## src/rtl/cdb_arbiter.sv

```systemverilog
// cdb_arbiter: shares the common data bus between the result producers.
// Each source owns a small FIFO of {entry, value, pc}; one head is granted per
// cycle and broadcast from a registered CDB stage on the following cycle.
// Build option: define CDB_FIXED_PRIO_EN for fixed priority (lowest non-empty
// index wins, no rotating pointer); default build uses round-robin.
module cdb_arbiter #(
    parameter int N_SRC   = 3,
    parameter int DEPTH   = 2,
    parameter int ENTRY_W = 6
) (
    input  logic                     clk_in,
    input  logic                     rst_n_in,
    input  logic                     rdy_in,
    input  logic                     roll_back,
    input  logic [N_SRC-1:0]         src_valid,
    input  logic [N_SRC*ENTRY_W-1:0] src_entry,
    input  logic [N_SRC*32-1:0]      src_value,
    input  logic [N_SRC*32-1:0]      src_pc,
    output logic [N_SRC-1:0]         src_ready,
    output logic                     cdb_valid,
    output logic [ENTRY_W-1:0]       cdb_entry,
    output logic [31:0]              cdb_value,
    output logic [31:0]              cdb_pc,
    output logic [1:0]               cdb_src
);

    localparam int PTR_W  = (DEPTH > 1) ? $clog2(DEPTH) : 1;
    localparam int CNT_W  = $clog2(DEPTH) + 1;
    localparam int SEL_W  = (N_SRC > 1) ? $clog2(N_SRC) : 1;
    localparam int DATA_W = ENTRY_W + 64;

    logic [DATA_W-1:0] fifo_mem [N_SRC][DEPTH];
    logic [PTR_W-1:0]  wr_ptr   [N_SRC];
    logic [PTR_W-1:0]  rd_ptr   [N_SRC];
    logic [CNT_W-1:0]  count    [N_SRC];

    logic [N_SRC-1:0]  push;
    logic [N_SRC-1:0]  pop;
    logic [N_SRC-1:0]  non_empty;
    logic              active;
    logic              grant_valid;
    logic [SEL_W-1:0]  grant_idx;
    logic [DATA_W-1:0] grant_data;

`ifndef CDB_FIXED_PRIO_EN
    logic [SEL_W-1:0]  rr_ptr;
`endif

    assign active = rdy_in && !roll_back;

    // Per-source acceptance: a FIFO takes a result only while the pipeline runs and it has room.
    always_comb begin
        src_ready = '0;
        non_empty = '0;
        for (int i = 0; i < N_SRC; i++) begin
            src_ready[i] = active && (count[i] < CNT_W'(DEPTH));
            non_empty[i] = (count[i] != '0);
        end
        push = src_valid & src_ready;
    end

    // Pick the first non-empty FIFO, scanning upward from the rotating pointer (or from 0).
    always_comb begin
        int cand;
        cand        = 0;
        grant_valid = 1'b0;
        grant_idx   = '0;
        for (int off = 0; off < N_SRC; off++) begin
`ifdef CDB_FIXED_PRIO_EN
            cand = off;
`else
            cand = int'(rr_ptr) + off;
            if (cand >= N_SRC) begin
                cand = cand - N_SRC;
            end
`endif
            if (!grant_valid && non_empty[cand]) begin
                grant_valid = 1'b1;
                grant_idx   = SEL_W'(cand);
            end
        end
    end

    // The granted head is popped only on a running, non-flushing cycle.
    always_comb begin
        pop        = '0;
        grant_data = fifo_mem[grant_idx][rd_ptr[grant_idx]];
        if (grant_valid && active) begin
            pop[grant_idx] = 1'b1;
        end
    end

    // FIFO bookkeeping: flush empties everything, freeze holds, otherwise push/pop independently.
    always_ff @(posedge clk_in or negedge rst_n_in) begin
        if (!rst_n_in) begin
            for (int i = 0; i < N_SRC; i++) begin
                wr_ptr[i] <= '0;
                rd_ptr[i] <= '0;
                count[i]  <= '0;
            end
        end else if (roll_back) begin
            for (int i = 0; i < N_SRC; i++) begin
                wr_ptr[i] <= '0;
                rd_ptr[i] <= '0;
                count[i]  <= '0;
            end
        end else if (rdy_in) begin
            for (int i = 0; i < N_SRC; i++) begin
                if (push[i]) begin
                    wr_ptr[i] <= wr_ptr[i] + PTR_W'(1);
                end
                if (pop[i]) begin
                    rd_ptr[i] <= rd_ptr[i] + PTR_W'(1);
                end
                count[i] <= count[i] + CNT_W'(push[i]) - CNT_W'(pop[i]);
            end
        end
    end

    // FIFO storage needs no reset; occupancy is tracked by the counters.
    always_ff @(posedge clk_in) begin
        for (int i = 0; i < N_SRC; i++) begin
            if (push[i]) begin
                fifo_mem[i][wr_ptr[i]] <= {src_entry[i*ENTRY_W +: ENTRY_W],
                                           src_value[i*32 +: 32],
                                           src_pc[i*32 +: 32]};
            end
        end
    end

    // Registered CDB stage: this cycle's grant is broadcast for exactly the next cycle.
    always_ff @(posedge clk_in or negedge rst_n_in) begin
        if (!rst_n_in) begin
            cdb_valid <= 1'b0;
            cdb_entry <= '0;
            cdb_value <= '0;
            cdb_pc    <= '0;
            cdb_src   <= '0;
        end else if (roll_back) begin
            cdb_valid <= 1'b0;
        end else if (rdy_in) begin
            cdb_valid <= grant_valid;
            if (grant_valid) begin
                cdb_entry <= grant_data[DATA_W-1 -: ENTRY_W];
                cdb_value <= grant_data[63:32];
                cdb_pc    <= grant_data[31:0];
                cdb_src   <= 2'(grant_idx);
            end
        end
    end

`ifndef CDB_FIXED_PRIO_EN
    // Rotating pointer moves just past the last winner so no source starves.
    always_ff @(posedge clk_in or negedge rst_n_in) begin
        if (!rst_n_in) begin
            rr_ptr <= '0;
        end else if (roll_back) begin
            rr_ptr <= '0;
        end else if (rdy_in && grant_valid) begin
            rr_ptr <= (grant_idx == SEL_W'(N_SRC - 1)) ? '0 : grant_idx + SEL_W'(1);
        end
    end
`endif

endmodule

```

## config.mk

```make
export PLATFORM = sky130hd
export DESIGN_NAME = cdb_arbiter
export DESIGN_NICKNAME = d
export VERILOG_FILES = /design/src/rtl/cdb_arbiter.sv
export SDC_FILE = /design/constraint.sdc
export NUM_CORES = 1
export LEC_CHECK = 0
export BUFFER_PORTS_ARGS = -buffer_cell sky130_fd_sc_hd__buf_2
export CAP_MARGIN = 20
export CORE_MARGIN = 4
export CORE_UTILIZATION = 25
export DETAILED_ROUTE_END_ITERATION = 10
export GPL_TIMING_DRIVEN = 0
export PLACE_DENSITY = 0.49
export SYNTH_ARGS = -nofsm -noshare
export SYNTH_HDL_FRONTEND = slang
export SYNTH_SLANG_ARGS = --single-unit
```

## constraint.sdc

```tcl
create_clock -name clk_in -period 4.3 [get_ports clk_in]
set_input_delay 0.43 -clock clk_in [delete_from_list [all_inputs] [get_ports clk_in]]
set_output_delay 0.43 -clock clk_in [all_outputs]
set_load 0.01 [all_outputs]
```

==> Implementation_results.wiki, run 1 <==
{| class="wikitable"
! Metric !! Value
|-
| Worst Max-Slew Pin Slew || 1090 ps
|-
| Proportion of power drawn by flip-flops and latches || 45.5%
|-
| Rel. slew slack || 27.3%
|-
| Reported net switching power || 0.00365 W
|-
| Xor-xnor portion of the synthesized cell area || 0.406%
|-
| First-pass GRT wire length || 92,600 um
|-
| Clock root cell || clkbuf_16
|-
| Asr flop ratio synth || 17.2%
|-
| Distinct cell type count of the synthesized netlist || 40
|-
| Synthesized-area fraction occupied by and/or/nand/nor cells || 3.24%
|-
| Maximum vdd ir drop || 0.300 mV
|-
| DIE AREA || 82,200 um2
|-
| Most common library cells after synthesis || 420 x edfxtp_1, 143 x mux2i_1, 87 x dfrtp_1
|-
| Top fanout value on the critical path || 10
|-
| Highest attainable clock frequency || 251 MHz
|-
| Cell area after technology mapping || 19,400 um2
|-
| Clock transition at path regs || 60 ps
|-
| Number of failing setup endpoints in the final timing report || 0
|-
| Setup TNS || 0 ps
|-
| Crit path kind || flop to flop
|-
| Vias in the first global route || 13,800
|-
| Via density per instance || 4.62
|-
| Tmin final || 3980 ps
|-
| Sum of overflow across all layers after global routing || 0
|-
| CTS Buf Count || 56
|-
| Seq/Total Area, Yosys || 76.2%
|-
| Number of routed nets with antenna violations || 0
|-
| Drt pass-1 iters || 5
|-
| Max Slew Vio Count || 0
|-
| Setup slack on the worst flop-to-flop path || 320 ps
|-
| Sink count of the clock tree || 507
|-
| Arithmetic-cell share of the synthesized area counting full adders, half adders and majority gates || 0.580%
|-
| Antenna violations before repair || 7
|-
| Initial core utilization || 25.4%
|-
| Most frequent cell after synthesis || edfxtp_1
|-
| Class of the tightest hold or removal check || primary input to flop
|-
| Number of violations of the max-capacitance limit || 0
|-
| Skew-Pair Late Insertion Delay || 600 ps
|-
| Global-route usage over all layers || 15.3%
|-
| Relative contribution of the clock network to total power || 36.5%
|-
| Data arrival time of the worst path || 4430 ps
|-
| Gpl congestion || 0.742
|-
| Ratio of total power to cell area || 506 nW/um2
|-
| Placeable core area || 76,500 um2
|-
| Routed length per instance || 23.6 um
|-
| Clock H-tree levels || 2
|-
| Final std cells w/o fill || 2,741
|-
| Multi-input logic area || 4240 um2
|-
| Setup clock skew after layout || 19.8 ps
|-
| Top_reg_cell synth || edfxtp_1
|-
| Fillers || 7,417
|-
| Worst path required time || 4750 ps
|-
| Lkg Pwr || 10.1 nW
|-
| Layout overhead on the synthesized area || 35.1%
|-
| Final net count || 1,883
|-
| Final WL || 64,600 um
|-
| Top-Level Pins || 293
|-
| Outcome || completed
|-
| Total via count in the routed design || 12,700
|-
| Die span in x || 287 um
|-
| Number of placed cells counting well taps || 2,447
|-
| DP Wirelength || 42,300 um
|-
| Iter 0 DRT Violations || 767
|-
| Synthesized area divided by synthesized cell count || 17.5 um2
|-
| Ratio of cells with drive above 1 in the final layout || 25.0%
|-
| Cell taking the most area after synthesis || edfxtp_1
|-
| Net Count, Synth || 1,338
|-
| Fraction of the cycle the final worst path needs || 92.5%
|-
| Kind of end point of the critical path || flop
|-
| Count of final hold-check violations || 0
|-
| Main combinational cell family by area after synthesis || compound AO/OA/AOI/OAI gates
|-
| Storage cell area || 14,800 um2
|-
| Chip Height || 287 um
|-
| Count of mapped cells out of synthesis || 1,112
|-
| Synth top area cells || edfxtp_1 65%, dfrtp_1 11%, mux2i_1 7.4%
|-
| Maximum clock insertion buffer count || 3
|-
| Count of synthesis-stage warnings from yosys || 0
|-
| Number of flops mapped to enable cells by yosys || 420
|-
| Post-synthesis compound-gate area fraction || 9.99%
|-
| Element type at the critical path start || flop
|-
| Std-Cell Rows || 101
|-
| Synth top area share || 65.0%
|-
| Post-synthesis mux area share || 7.37%
|-
| Unrepaired setup endpoints after global routing || no
|-
| Number of remaining DRC errors || 0
|-
| Internal || 0.00963 W
|-
| TritonCTS clock tree || done
|-
| Synthesized flop and latch total || 507
|-
| Sw Ratio || 27.5%
|-
| Largest net degree at the start of global routing || 51
|-
| Relative contribution of combinational cells to total power || 18.0%
|-
| I/O Buffers || 291
|}
-- timing repair --
action                                  4_1_cts  5_1_grt
buffers inserted                              0        0
resized for setup                             0        1
hold buffers                                182        0
endpoints found under the setup margin        0        1
hold endpoints to repair                    395        0
-- path summary, 6_finish.rpt --
kind | cells past startpoint | endpoint | from
max in group asynchronous | 3 | cdb_value[28] | rst_n_in
worst min-delay path | 1 | fifo_mem[1][36] | src_value[36]
min in group asynchronous | 2 | cdb_pc[25] | rst_n_in
worst min register to register | 2 | cdb_value[26] | fifo_mem[2][128]
worst max-delay path | 17 | count[1] | rr_ptr[0]
worst max register to register | 17 | count[1] | rr_ptr[0]
-- cell type report --
class	instances	area share, %
Antenna cell	6	0.0572
Timing Repair Buffer	487	13.7
Buffer	79	1.50
Clock buffer	85	6.30
Sequential cell	507	56.4
Multi-Input combinational cell	517	16.2
Inverter	9	0.129
Tap cell	1030	4.91
Clock inverter	21	0.863
-- layer usage --
layer	vias up	wire length (um)	global-route usage, %
li1	5628	-	-
met3	99	4020	3.56
met1	6509	27700	19.8
met5	-	46	0
met4	8	1340	3.71
met2	418	31500	25.9
-- power groups by stage --
stage	logic, W	clock network [W]	registers (W)
4_1_cts	0.00245	0.00499	0.00604
3_5_place_dp	0.00230	0	0.00614
2_1_floorplan	0.00106	0	0.00620
5_1_grt	0.00260	0.00519	0.00608
3_3_place_gp	0.00223	0	0.00615
6_report	0.00239	0.00485	0.00604
-- worst max-delay path, cell delays in order, from the launching register on --
cell and delay, ps:
dfrtp_1 380, inv_1 70, ha_1 290, buf_4 170, nor3_1 200, a211oi_2 120, a211oi_2 410, a21o_1 210
buf_4 280, buf_2 490, nor2_1 220, ha_1 340, inv_1 40, ha_1 170, xor2_1 140, nand2_1 80
xor2_1 150, nor2_1 60
-- cells by family after synthesis --
logic type / Yosys count
compound gates: 236
xor+xnor: 9
fa+ha+maj: 9
buf+inv: 88
flops: 507
mux: 143
simple gates: 120
-- cells in the final DEF, fill, tap and decap left out, types with 5 or more instances in the layout --
| cell | n |
|---|---|
| a21o_1 | 6 |
| a221o_1 | 70 |
| a22oi_1 | 70 |
| buf_12 | 8 |
| buf_16 | 5 |
| buf_2 | 299 |
| buf_6 | 12 |
| clkbuf_1 | 73 |
| clkbuf_16 | 58 |
| clkbuf_8 | 10 |
| clkinv_2 | 7 |
| dfrtp_1 | 87 |
| diode_2 | 6 |
| dlygate4sd3_1 | 182 |
| edfxtp_1 | 420 |
| ha_1 | 9 |
| inv_1 | 9 |
| mux2i_1 | 143 |
| nand2_1 | 7 |
| nand3_1 | 71 |
| nor2_1 | 19 |
| o211ai_1 | 70 |
| xor2_1 | 7 |
-- registers in the layout (all words and copies together), names as in the netlist --
name       flops
count          6
rd_ptr         3
wr_ptr         3
cdb_value     32
cdb_valid      1
cdb_entry      6
fifo_mem     420
rr_ptr         2
cdb_src        2
cdb_pc        32
-- through the flow --
stage	hold slack [ps]	instance area (um2)	total power, W	util [%]	worst slack, ps
finish	38.2	26200	0.0133	34.3	322
global route	7.51	26200	0.0139	34.3	72.4
CTS	0.179	26200	0.0135	34.3	17.3
detailed placement	418	22500	0.00844	29.4	51.3
global placement	482	22200	0.00838	29.0	-1910
floorplan	134	19400	0.00726	-	731
Note: power is estimated with default switching activity, not from simulation.
==> inputs of run 2 (changes only) <==
Settings changed: CORE_UTILIZATION 25 to 51, CTS_CLUSTER_SIZE set to 8, MAX_ROUTING_LAYER set to met4, PLACE_DENSITY 0.49 to 0.82.
==> Implementation_results.wiki, run 2 (synthesis results as in run 1) <==
{| class="wikitable"
! Metric !! Value
|-
| Outcome || completed
|-
| Number of routed nets with antenna violations || 0 (unchanged)
|-
| Vias in the first global route || 12,900 (-6.7%)
|-
| Gpl congestion || 0.803 (+8.2%)
|-
| Storage cell area || 14,800 um2 (unchanged)
|-
| Std-Cell Rows || 71 (-30%)
|-
| Lkg Pwr || 9.47 nW (-6.5%)
|-
| Clock root cell || clkbuf_16
|-
| Layout overhead on the synthesized area || 23.7%
|-
| Grt met1 use || 33.9% (+14 points)
|-
| Maximum clock insertion buffer count || 3 (unchanged)
|-
| Rel. slew slack || 26.0% (-1.3 points)
|-
| Iter 0 DRT Violations || 1,150 (+50%)
|-
| Post-place setup slack || 365 ps (+313 ps)
|-
| Busiest grt layer || met2
|-
| Commonest cells after routing, fill and taps aside || 420 x edfxtp_1, 299 x buf_2, 143 x mux2i_1, 108 x clkbuf_1, 87 x dfrtp_1
|-
| Crit path kind || flop to flop
|-
| DIE AREA || 41,200 um2 (-50%)
|-
| First-pass GRT wire length || 78,400 um (-15%)
|-
| Number of flip-flops in the largest register || 420 (unchanged)
|-
| Met3 track demand over resource in global routing || 5.02% (+1.5 points)
|-
| CP bufs+invs || 5 (unchanged)
|-
| Top fanout value on the critical path || 10 (unchanged)
|-
| Data arrival time of the worst path || 4390 ps (-40 ps)
|-
| Skew-Pair Late Insertion Delay || 590 ps (about the same)
|-
| Sum of overflow across all layers after global routing || 0 (unchanged)
|-
| Drt pass-1 iters || 5 (unchanged)
|-
| Internal || 0.00989 W (+2.7%)
|-
| TritonCTS clock tree || done
|-
| Sw Ratio || 26.8% (-0.69 points)
|-
| Count of final hold-check violations || 0 (unchanged)
|-
| Class of the tightest hold or removal check || primary input to flop
|-
| Number of remaining DRC errors || 0 (unchanged)
|-
| Highest attainable clock frequency || 254 MHz (+0.97%)
|-
| Clock transition at path regs || 50 ps (about the same)
|-
| Relative contribution of the clock network to total power || 39.1% (+2.6 points)
|-
| Setup clock skew after layout || 28.9 ps (+9.12 ps)
|-
| Worst Max-Slew Pin Slew || 1100 ps (+13.5 ps)
|-
| Kind of end point of the critical path || flop
|-
| Ratio of total power to cell area || 562 nW/um2 (+11%)
|-
| Critical-path top delay cell || a21oi_2
|-
| Relative contribution of combinational cells to total power || 16.0% (-2.0 points)
|-
| Biggest cell delay along the critical path || 700 ps (+210 ps)
|-
| Top-Level Pins || 293 (unchanged)
|-
| Number of failing setup endpoints in the final timing report || 0 (unchanged)
|-
| Total via count in the routed design || 12,400 (-2.3%)
|-
| Global-route usage over all layers || 26.0% (+11 points)
|-
| Die span in x || 203 um (-29%)
|-
| Critical-path cell list || inv_1, ha_1, buf_4, nor3_1, a211oi_2, a211oi_2, a21oi_2, clkbuf_1, nand2_1, inv_1, ha_1, inv_1, ha_1, xor2_1, nand2_1, xor2_1, nor2_1
|-
| Largest net degree at the start of global routing || 46 (-9.8%)
|-
| Multi-input logic area || 4230 um2 (-0.18%)
|-
| Element type at the critical path start || flop
|-
| Met2 layer usage reported by global route || 41.8% (+16 points)
|-
| Proportion of power drawn by flip-flops and latches || 44.9% (-0.6 points)
|-
| Maximum vdd ir drop || 0.395 mV (+32%)
|-
| Placeable core area || 37,600 um2 (-51%)
|-
| Largest delay share family, worst path || compound AO/OA/AOI/OAI gates
|-
| Setup TNS || 0 ps (unchanged)
|-
| DP Wirelength || 34,600 um (-18%)
|-
| Reported net switching power || 0.00362 W (-0.88%)
|-
| Final WL || 53,400 um (-17%)
|-
| Via density per instance || 5.97 (+29%)
|-
| Chip Height || 203 um (-29%)
|-
| Antenna violations before repair || 6 (-1)
|-
| Sink count of the clock tree || 507 (unchanged)
|-
| PostCTS Resize Cnt || 0 (unchanged)
|-
| Most common cell after layout, fill and taps aside || edfxtp_1
|-
| I/O Buffers || 291 (unchanged)
|-
| Number of violations of the max-capacitance limit || 0 (unchanged)
|-
| Ratio of cells with drive above 1 in the final layout || 27.2% (+2.1 points)
|-
| Tmin final || 3940 ps (-38.1 ps)
|-
| Max Slew Vio Count || 0 (unchanged)
|-
| Clock H-tree levels || 3 (+1)
|-
| CTS Buf Count || 73 (+30%)
|-
| Routed length per instance || 25.8 um (+9.4%)
|-
| Final net count || 1,719 (-8.7%)
|-
| Initial core utilization || 51.6% (+26 points)
|-
| Worst path required time || 4750 ps (about the same)
|-
| Worst Slack Setup Final || 360 ps (+38.1 ps)
|-
| Fillers || 2,580 (-65%)
|-
| Unrepaired setup endpoints after global routing || no
|-
| Fraction of the cycle the final worst path needs || 91.6% (-0.89 points)
|-
| Smallest hold slack || 23.8 ps (-14.4 ps)
|}
==> run 2: cell count changes in the layout (fill, tap and decap cells not counted), sizes merged <==
cell | previous run | this run
dlygate4sd3 | 182 | 3
clkbuf | 141 | 183
clkinv | 14 | 2
inv | 9 | 14
bufinv | 4 | 0
clkinvlp | 3 | 0
buf | 328 | 326
diode | 6 | 8
==> run 2: power by group through the flow <==
stage                     Combinational, W  Clock [W]  Sequential [W]
after floorplan                    0.00106          0         0.00620
after global placement             0.00205          0         0.00613
after detailed placement           0.00215          0         0.00614
after CTS                          0.00217    0.00534         0.00606
after global routing               0.00232    0.00556         0.00609
final                              0.00216    0.00528         0.00607
==> run 2: routing by layer <==
layer / up-vias / wire length (um) / share of wire, %
met3: 124 / 4910 / 9.2
met5: - / 0 / 0
met1: 6224 / 20800 / 39
met2: 706 / 26300 / 49
li1: 5312 / - / -
met4: 0 / 1490 / 2.8
==> run 2: final cells by class <==
| type | instances | area share (%) |
|---|---|---|
| clock buffer | 127 | 8.58 |
| antenna | 8 | 0.0834 |
| buffer | 79 | 1.64 |
| clock inverter | 7 | 0.318 |
| timing repair buffer | 306 | 7.39 |
| tap | 511 | 2.66 |
| multi-input combinational | 517 | 17.6 |
| sequential | 507 | 61.6 |
| inverter | 9 | 0.141 |
==> run 2: worst paths after layout <==
kind	cells after the start	startpoint	slack [ps]	end
worst min register to register	1	cdb_src[1]	490	cdb_src[1]
worst max register to register	17	rr_ptr[0]	360	count[5]
worst max-delay path	17	rr_ptr[0]	360	count[5]
max in group asynchronous	3	rst_n_in	3140	cdb_pc[19]
min in group asynchronous	2	rst_n_in	440	wr_ptr[0]
worst min-delay path	1	src_pc[11]	20	fifo_mem[0][81]
==> run 2: stage by stage <==
stage                     cells  cell area [um2]  util (%)  power (W)
after floorplan            1112            19400         -    0.00726
after global placement     1914            21500      57.2    0.00818
after detailed placement   1926            21800      58.1    0.00828
after CTS                  2063            24000      63.9     0.0136
after global routing       2069            24000      63.9     0.0140
final                      2071            24000      63.9     0.0135
==> run 2: repair_timing <==
| item | CTS | global route |
|---|---|---|
| endpoints found under the hold margin | 48 | 0 |
| hold buffers | 3 | 0 |
| buffers inserted | 0 | 0 |
| endpoints found under the setup margin | 0 | 0 |
==> run 2: worst reg2reg max path, delay by kind of cell, from the launching register on <==
kind	cells	cell delay [ps]
xor+xnor	2	300
fa+ha+maj	3	660
flops	1	360
buf+inv	5	960
simple gates	4	360
compound gates	3	1160
